===== src/rtl/mem_bus_arbiter_pkg.sv =====
// Shared types and helpers for the memory bus arbiter: state encodings,
// active-low grant polarity constants, and a modular increment helper.
package mem_bus_arbiter_pkg;

    localparam logic ENABLE_N  = 1'b0;
    localparam logic DISABLE_N = 1'b1;

    typedef enum logic [1:0] {
        ARB_IDLE  = 2'd0,
        ARB_GRANT = 2'd1,
        ARB_GAP   = 2'd2
    } arb_state_t;

    // (v + 1) mod n without a divider; v is assumed to be below n
    function automatic int unsigned wrap_inc(input int unsigned v, input int unsigned n);
        return (v + 1 >= n) ? 0 : v + 1;
    endfunction

endpackage


===== src/rtl/mem_bus_arbiter_rr_pick.sv =====
// Round-robin picker: the first asserted request at or after ptr, searching
// upward with wrap-around.
module rr_pick #(
    parameter int unsigned N    = 4,
    parameter int unsigned IDXW = 2
) (
    input  logic [N-1:0]    req,
    input  logic [IDXW-1:0] ptr,
    output logic            valid,
    output logic [IDXW-1:0] idx
);

    int unsigned j;

    always_comb begin
        valid = 1'b0;
        idx   = '0;
        j     = 0;
        for (int unsigned i = 0; i < N; i++) begin
            j = 32'(ptr) + i;
            if (j >= N) begin
                j = j - N;
            end
            if (!valid && req[IDXW'(j)]) begin
                valid = 1'b1;
                idx   = IDXW'(j);
            end
        end
    end

endmodule


===== src/rtl/mem_bus_arbiter.sv =====
// Shares one memory port between NMASTER cores using an active-low
// request/grant handshake, round-robin order and a hold watchdog.
module mem_bus_arbiter
    import mem_bus_arbiter_pkg::*;
#(
    parameter int unsigned NMASTER = 4,
    parameter int unsigned WIDTH   = 32,
    parameter int unsigned TIMEOUT = 64,
    localparam int unsigned IDXW   = $clog2(NMASTER)
) (
    input  logic                       clk,
    input  logic                       reset,
    input  logic [NMASTER-1:0]         m_breq_n,
    input  logic [NMASTER-1:0]         m_done,
    input  logic [NMASTER-1:0]         m_memread,
    input  logic [NMASTER-1:0]         m_memwrite,
    input  logic [NMASTER*WIDTH-1:0]   m_adr,
    input  logic [NMASTER*WIDTH-1:0]   m_wdata,
    output logic [NMASTER-1:0]         bgrt_n,
    output logic                       mem_read,
    output logic                       mem_write,
    output logic [WIDTH-1:0]           mem_adr,
    output logic [WIDTH-1:0]           mem_wdata,
    output logic [IDXW-1:0]            owner,
    output logic                       busy,
    output logic                       timeout_err
);

    localparam int unsigned CW = $clog2(TIMEOUT);

    arb_state_t          state_q, state_d;
    logic [NMASTER-1:0]  bgrt_d;
    logic [IDXW-1:0]     owner_d;
    logic [IDXW-1:0]     ptr_q, ptr_d;
    logic [CW-1:0]       cnt_q, cnt_d;
    logic                busy_d;
    logic                terr_d;
    logic                pick_valid;
    logic [IDXW-1:0]     pick_idx;

    rr_pick #(
        .N    (NMASTER),
        .IDXW (IDXW)
    ) u_rr_pick (
        .req   (~m_breq_n),
        .ptr   (ptr_q),
        .valid (pick_valid),
        .idx   (pick_idx)
    );

    always_ff @(posedge clk) begin
        if (reset) begin
            state_q     <= ARB_IDLE;
            bgrt_n      <= {NMASTER{DISABLE_N}};
            owner       <= '0;
            ptr_q       <= '0;
            cnt_q       <= '0;
            busy        <= 1'b0;
            timeout_err <= 1'b0;
        end else begin
            state_q     <= state_d;
            bgrt_n      <= bgrt_d;
            owner       <= owner_d;
            ptr_q       <= ptr_d;
            cnt_q       <= cnt_d;
            busy        <= busy_d;
            timeout_err <= terr_d;
        end
    end

    always_comb begin
        state_d = state_q;
        bgrt_d  = bgrt_n;
        owner_d = owner;
        ptr_d   = ptr_q;
        cnt_d   = cnt_q;
        busy_d  = busy;
        terr_d  = timeout_err;
        case (state_q)
            ARB_IDLE: begin
                if (pick_valid) begin
                    bgrt_d  = ~(NMASTER'(1) << pick_idx);
                    owner_d = pick_idx;
                    cnt_d   = '0;
                    busy_d  = 1'b1;
                    state_d = ARB_GRANT;
                end
            end
            ARB_GRANT: begin
                cnt_d = cnt_q + CW'(1);
                // done takes precedence over the watchdog in the same cycle
                if (m_done[owner] || cnt_q == CW'(TIMEOUT - 1)) begin
                    bgrt_d  = {NMASTER{DISABLE_N}};
                    ptr_d   = IDXW'(wrap_inc(32'(owner), NMASTER));
                    busy_d  = 1'b0;
                    state_d = ARB_GAP;
                    if (!m_done[owner]) begin
                        terr_d = 1'b1;
                    end
                end
            end
            ARB_GAP: begin
                state_d = ARB_IDLE;
            end
            default: begin
                state_d = ARB_IDLE;
                bgrt_d  = {NMASTER{DISABLE_N}};
                busy_d  = 1'b0;
            end
        endcase
    end

    // Owner's bus goes straight to memory while granted; quiet otherwise
    always_comb begin
        mem_read  = 1'b0;
        mem_write = 1'b0;
        mem_adr   = '0;
        mem_wdata = '0;
        if (state_q == ARB_GRANT) begin
            mem_read  = m_memread[owner];
            mem_write = m_memwrite[owner];
            mem_adr   = m_adr[32'(owner)*WIDTH +: WIDTH];
            mem_wdata = m_wdata[32'(owner)*WIDTH +: WIDTH];
        end
    end

endmodule


===== config.mk =====
export PLATFORM = sky130hd
export DESIGN_NAME = mem_bus_arbiter
export DESIGN_NICKNAME = d
export VERILOG_FILES = /design/src/rtl/mem_bus_arbiter_pkg.sv /design/src/rtl/mem_bus_arbiter_rr_pick.sv /design/src/rtl/mem_bus_arbiter.sv
export SDC_FILE = /design/constraint.sdc
export NUM_CORES = 1
export LEC_CHECK = 0
export ABC_AREA = 0
export BUFFER_PORTS_ARGS = -buffer_cell sky130_fd_sc_hd__buf_2
export CAP_MARGIN = 25
export CORE_AREA = 2 2 134 136
export DETAILED_ROUTE_END_ITERATION = 8
export DIE_AREA = 0 0 136 138
export GPL_ROUTABILITY_DRIVEN = 0
export MAX_ROUTING_LAYER = met4
export PLACE_DENSITY_LB_ADDON = 0.15
export SLEW_MARGIN = 30
export SYNTH_ARGS = -nofsm -noshare
export SYNTH_HDL_FRONTEND = slang
export SYNTH_SLANG_ARGS = --single-unit

===== constraint.sdc =====
create_clock -name clk -period 4.05 [get_ports clk]
set_input_delay 0.405 -clock clk [delete_from_list [all_inputs] [get_ports clk]]
set_output_delay 0.405 -clock clk [all_outputs]
set_load 0.02 [all_outputs]

==> results of run 1 <==
placed cells by master, fill, tap and decap left out, drive strengths merged:
| master | synthesis | routed |
|---|---|---|
| nand2 | 7 | 7 |
| a31oi | 2 | 2 |
| clkinv | 0 | 1 |
| o21a | 2 | 2 |
| dfxtp | 18 | 18 |
| xor2 | 3 | 3 |
| nor3 | 1 | 1 |
| and3b | 1 | 1 |
| nor2 | 11 | 11 |
| or4 | 1 | 1 |
| buf | 14 | 351 |
| o21bai | 1 | 1 |
| o22ai | 1 | 1 |
| and2 | 67 | 67 |
| a31o | 2 | 2 |
| o32a | 2 | 2 |
| nor4b | 1 | 1 |
| a21oi | 6 | 6 |
| o2111ai | 3 | 3 |
| ha | 2 | 2 |
| nand2b | 2 | 2 |
| clkbuf | 10 | 3 |
| nand3 | 2 | 2 |
| nor4 | 1 | 1 |
| nand4 | 1 | 1 |
| a22oi | 2 | 2 |
| a221oi | 1 | 1 |
| inv | 5 | 5 |
| a41oi | 1 | 1 |
| or3 | 1 | 1 |
| mux4 | 67 | 67 |
| nor2b | 2 | 2 |
| and3 | 1 | 1 |
| mux2i | 2 | 2 |
| o21ai | 5 | 5 |
| a21o | 1 | 1 |
worst max-delay path, delay by kind of cell (launching register included):
kind / cells / cell delay (ns)
DFF: 1 / 0.38
and+or+nand+nor: 1 / 0.19
buffers and inverters: 2 / 0.69
muxes: 1 / 0.63
power groups by stage:
| stage | sequential, W | combinational [W] | clock [W] |
|---|---|---|---|
| 2_1_floorplan | 0.000209 | 0.000410 | 0 |
| 3_3_place_gp | 0.000227 | 0.000651 | 0 |
| 3_5_place_dp | 0.000228 | 0.000658 | 0 |
| 4_1_cts | 0.000224 | 0.000661 | 0.000201 |
| 5_1_grt | 0.000211 | 0.000727 | 0.000214 |
| 6_report | 0.000209 | 0.000668 | 0.000199 |
area by class of cell:
class	instances	area, µm²	share of cell area
Sequential cell	18	367.9	0.07502
Multi-Input combinational cell	202	2365	0.4823
Timing Repair Buffer	351	1787	0.3644
Clock buffer	3	75.07	0.01531
Clock inverter	1	3.754	0.0007655
Inverter	5	18.77	0.003828
Tap cell	229	286.5	0.05843
worst max-delay path by stage:
stage	start	to	slack [ns]	cells after the start
after floorplan	owner[0]	mem_adr[13]	1.75	5
after global placement	owner[0]	mem_write	1.69	4
after detailed placement	owner[0]	mem_write	1.68	4
after CTS	owner[0]	mem_write	1.41	4
after global routing	owner[0]	mem_write	1.30	4
final	owner[0]	mem_write	1.46	4
layer usage:
metal / up-vias / GRT usage / wire (µm)
li1: 1657 / - / -
met1: 1704 / 0.1747 / 5518
met2: 166 / 0.2679 / 7557
met3: 9 / 0.01467 / 988
met4: 0 / 0.01754 / 100
met5: - / - / 0
cell usage after synthesis (2+ instances only):
cell type / n
nor2_1: 11
o32a_1: 2
and2_1: 67
a31oi_1: 2
o21ai_0: 5
mux4_2: 67
buf_2: 10
inv_1: 5
mux2i_1: 2
xor2_1: 3
ha_1: 2
nand2_1: 7
nand2b_1: 2
nor2b_1: 2
buf_1: 3
dfxtp_1: 18
nand3_1: 2
o21a_1: 2
a21oi_1: 6
clkbuf_1: 10
a22oi_1: 2
o2111ai_1: 3
stage by stage:
step | std cells | utilization | total power, W | hold slack, ns
6_report | 809 | 0.2796 | 0.001076 | 0.4665
5_1_grt | 809 | 0.2796 | 0.001152 | 0.5064
4_1_cts | 808 | 0.2781 | 0.001087 | 0.4727
3_5_place_dp | 804 | 0.2736 | 0.0008855 | 0.4592
3_3_place_gp | 804 | 0.2736 | 0.0008776 | 0.4617
2_1_floorplan | 249 | - | 0.0006194 | 0.4539
flip-flops by register name (all words and copies together), names as in the netlist:
register	cells
owner	2
timeout_err	1
cnt_q	6
state_q	2
ptr_q	2
busy	1
bgrt_n	4
kinds of logic (layout without fill, tap and decap cells):
kind of cell,count (synthesis),count (layout),synth area share
xor gates and xnor gates,3,3,0.009245
and+or+nand+nor,99,99,0.2029
AOI/OAI and AO/OA,29,29,0.07043
buffers and inverters,29,360,0.04402
muxes,69,69,0.5379
adders and majority gates,2,2,0.008801
DFF,18,18,0.1268
==> run metrics, run 1 <==
status finished clean; post-CTS sizing 0; CTS H-tree depth 1; area leader, netlist mux4_2; synth top area cells mux4_2 53%, and2_1 15%, dfxtp_1 13%; die area 18770 µm²; vias in the first global route 3656; Post-DP Area approximately 4800 µm²; ANT nets after route 0; Flop pwr share 0.194; width of the die around 140 µm; number of diodes 0; Initial Util 0.1621; Synth cell types 38; ratio of cells with drive above 1 in the final layout 0.7328; Top FF cell, synth dfxtp_1; reg2reg path depth 4; Slew headroom 0.5069; crit path capture type primary output; Pwr Density 219.4 nW/µm²; GRT overflow 0; combinational power share 0.621; Crit path arrival time roughly 2.2 ns; row count 49; Via density around 4.4; clk root buf clkbuf_16; Max Clk Rate approximately 390 MHz; Setup violations, final 0; hold worst-path end busy; hold_sp busy; drt wl/cell approximately 18 µm; switch share 0.3792; worst r2r dst bgrt_n[3]; worst-margin pin slew 0.7381 ns; cts bufs inserted 3; TritonRoute pass-1 iters 4; I/O pin cnt between 300 and 400; Clock Pin Slew Worst Setup and Hold Paths about 0.05 ns; NetSw 0.0004080 W; hold_buf cts 0; Min-Delay Path Class reg -> reg; first-pass GRT wire length between 20000 and 25000 µm; post-CTS setup buffers 0; nets@finish 857; initial antenna violation count 0; Post-DP HPWL between 10000 and 15000 µm; net count of the mapped netlist about 530; Ys Warns 0; final wirelength between 10000 and 15000 µm; P&R area growth vs syn 72.49%; crit start category flop; Worst Hold Depth 2; Clock Skew around 0.0027 ns; largest net degree at the start of global routing roughly 70; EDFF count, synth 0; Syn Inst Count 249; Critical Path, Cell by Cell buf_4 > mux4_2 > and2_1 > buf_2; synthesized flop and latch total 18; final instance area between 4000 and 5000 µm²; I/O Buffers 347; RSZ-0062 raised after global routing no; Fillers roughly 1.9k; post-synth top area share 0.5308; Final Critical Period around 2.6 ns; r2r startpoint state_q[1]; slowest CP cell mux4_2; Mapped Area between 2000 and 3000 µm²; period utilisation layout 0.6403; Fin Setup TNS 0 ns; CP Max Fanout 34; Die Y between 100 and 150 µm; clock share of power 0.185; flop-to-flop setup slack around 2.2 ns; max-cap viol count 0; maximum clock insertion buffer count 2; Core ar. ~18000 µm²; ys async rst share 0; vias post-DR about 3.5k; Crit Path Category reg -> out; register area share after synthesis 0.1268; final worst slack 1.457 ns; drt first-iter violations ~140; Post-Place Worst Slack roughly 1.7 ns; Mapped Avg Cell Area 11.42 µm²; Max rail drop VDD 0.1852 mV; Global Route Usage Sum 0.1456; Internal around 0.00067 W; pins over their slew limit 0; # DRC 0; CP required 3.64 ns; TritonCTS clock tree done; count of final hold-check violations 0; CP peak stage delay approximately 0.63 ns; Pleak ~2.4 nW; clock sink count 18; Clock Latency Late Sink about 0.25 ns
Note: power is estimated with default switching activity, not from simulation.
==> run 2: changes to the inputs <==
- clock period: 4.05 -> 2.3 ns (I/O delays scaled with it)
==> run 2 against run 1 <==
  * Hold slack got worse by 0.16 ns
  * Clock power rose by 96%
  * Via count rose by 1.5%
  * Die area did not move
==> run metrics, run 2 (synthesized netlist as in run 1, its figures left out) <==
drt first-iter violations 118 (was 137); I/O pin cnt 348 (unchanged); Fillers 1932 (was 1938); max-cap viol count 0 (unchanged); I/O Buffers 347 (unchanged); ratio of cells with drive above 1 in the final layout 0.7358 (was 0.7328); Pwr Total 0.001947 W (was 0.001076 W); TritonCTS clock tree done (unchanged); Crit path arrival time 1.83 ns (was 2.19 ns); cts bufs inserted 3 (unchanged); initial antenna violation count 1 (was 0); hold_buf cts 0 (unchanged); highest routing layer actually used met4 (unchanged); drt wl/cell 17.72 µm (was 17.51 µm); vias post-DR 3590 (was 3536); Pwr Density 393.9 nW/µm² (was 219.4 nW/µm²); Clock Latency Late Sink 0.25 ns (about the same); maximum clock insertion buffer count 2 (unchanged); Worst Hold Depth 2 (unchanged); Max Clk Rate roughly 480 MHz; crit path capture type primary output (unchanged); CP required 2.07 ns (was 3.64 ns); nets@finish 860 (was 857); flop-to-flop setup slack 0.52 ns (was 2.23 ns); RSZ-0062 raised after global routing no (unchanged); final wirelength 14400 µm (was 14170 µm); Initial Util 0.1621 (unchanged); final instance area 4943 µm² (was 4903 µm²); area of the multi-input gates 2365 µm² (unchanged); WL met1 5564 µm (was 5518 µm); Via density 4.416 (was 4.371); hold_sp reset (was busy); Die Y 138 µm (unchanged); register area 367.9 µm² (unchanged); r2r startpoint owner[0] (was state_q[1]); CP Max Fanout 37 (was 34); Global Route Usage Sum 0.1477 (was 0.1456); Post-DP HPWL 12210 µm (was 11960 µm); post-CTS setup buffers 0 (unchanged); count of final hold-check violations 0 (unchanged); Crit Path Category reg -> out (unchanged); row count 49 (unchanged); vias in the first global route 3732 (was 3656); Setup violations, final 0 (unchanged); width of the die 136 µm (unchanged); met2 wire len 7574 µm (was 7557 µm); Clock Pin Slew Worst Setup and Hold Paths 0.05 ns (about the same); post-CTS sizing 0 (unchanged); Final Critical Period approximately 2.1 ns; Clock Skew 0.001240 ns (was 0.002656 ns); Largest register FFs 6 (unchanged); clk root buf clkbuf_16 (unchanged); WL met3 1066 µm (was 988 µm); Largest Register cnt_q (unchanged); worst r2r dst bgrt_n[1] (was bgrt_n[3]); ANT nets after route 0 (unchanged); # DRC 0 (unchanged); crit start category flop (unchanged); first-pass GRT wire length 21160 µm (was 21000 µm); Min-Delay Path Class in -> reg (was reg -> reg); TritonRoute pass-1 iters 4 (unchanged); Post-DP Area 4852 µm² (was 4797 µm²); worst-margin pin slew 0.5792 ns (was 0.7381 ns); period utilisation layout 0.8967; largest net degree at the start of global routing 38 (was 71); Slew headroom 0.6139 (was 0.5069); commonest cells after routing, fill and taps aside 347 x buf_2, 67 x mux4_2, 67 x and2_1 (unchanged); status finished clean (unchanged); commonest non-fill, non-tap cell in the layout buf_2 (unchanged); die area 18770 µm² (unchanged); GRT overflow 0 (unchanged); Pleak 2.372 nW (was 2.351 nW); pins over their slew limit 0 (unchanged); CTS H-tree depth 1 (unchanged); Fin Setup TNS 0 ns (unchanged); clock sink count 18 (unchanged); Core ar. 17530 µm² (unchanged); Largest regs cnt_q: 6 flops, bgrt_n: 4 flops (unchanged); P&R area growth vs syn 73.90% (was 72.49%); reg2reg path depth 4 (unchanged); Max rail drop VDD 0.2857 mV (was 0.1852 mV); hold worst-path end timeout_err (was busy)
-- run 2: cell count changes in the layout (fill, tap and decap cells not counted), sizes merged --
cell    previous run  this run
clkinv             1         0
diode              0         1
buf              351       354
clkbuf             3         4
-- run 2: stage by stage --
stage / hold WS (ns) / util / worst slack, ns / cells
finish: 0.3034 / 0.2819 / 0.2375 / 813
global route: 0.3233 / 0.2819 / 0.1572 / 813
floorplan: 0.4539 / - / 0.1785 / 249
detailed placement: 0.4599 / 0.2767 / 0.4890 / 808
CTS: 0.3081 / 0.2818 / 0.2197 / 812
global placement: 0.4593 / 0.2767 / 0.5004 / 808
-- run 2: worst max path at each step --
| stage | startpoint | to | slack [ns] | cells after the start |
|---|---|---|---|---|
| after floorplan | owner[0] | mem_adr[13] | 0.18 | 5 |
| after global placement | owner[0] | mem_wdata[13] | 0.50 | 4 |
| after detailed placement | owner[0] | mem_wdata[13] | 0.49 | 4 |
| after CTS | owner[0] | mem_wdata[13] | 0.22 | 4 |
| after global routing | owner[0] | mem_wdata[30] | 0.16 | 4 |
| final | owner[0] | mem_wdata[13] | 0.24 | 4 |
-- run 2: area by class of cell --
type	count	area share
clock buffer	4	0.01797
timing repair buffer	354	0.3670
multi-input combinational	202	0.4784
antenna	1	0.0005062
inverter	5	0.003797
tap	229	0.05796
sequential	18	0.07441
-- run 2: power by group --
group / switching, W / internal [W] / total, W
logic: 0.000577 / 0.000623 / 0.00120
registers: 0.0000229 / 0.000333 / 0.000356
clock network: 0.000125 / 0.000265 / 0.000390
-- run 2: worst max-delay path: stages (launching register included) --
cell     delay, ns
dfxtp_4       0.38
buf_12        0.27
mux4_2        0.55
and2_1        0.18
buf_2         0.16
-- run 2: per-layer routing --
layer	vias up	track usage
met3	16	0.02530
li1	1660	-
met1	1752	0.1683
met5	-	-
met2	162	0.2698
met4	0	0.02796
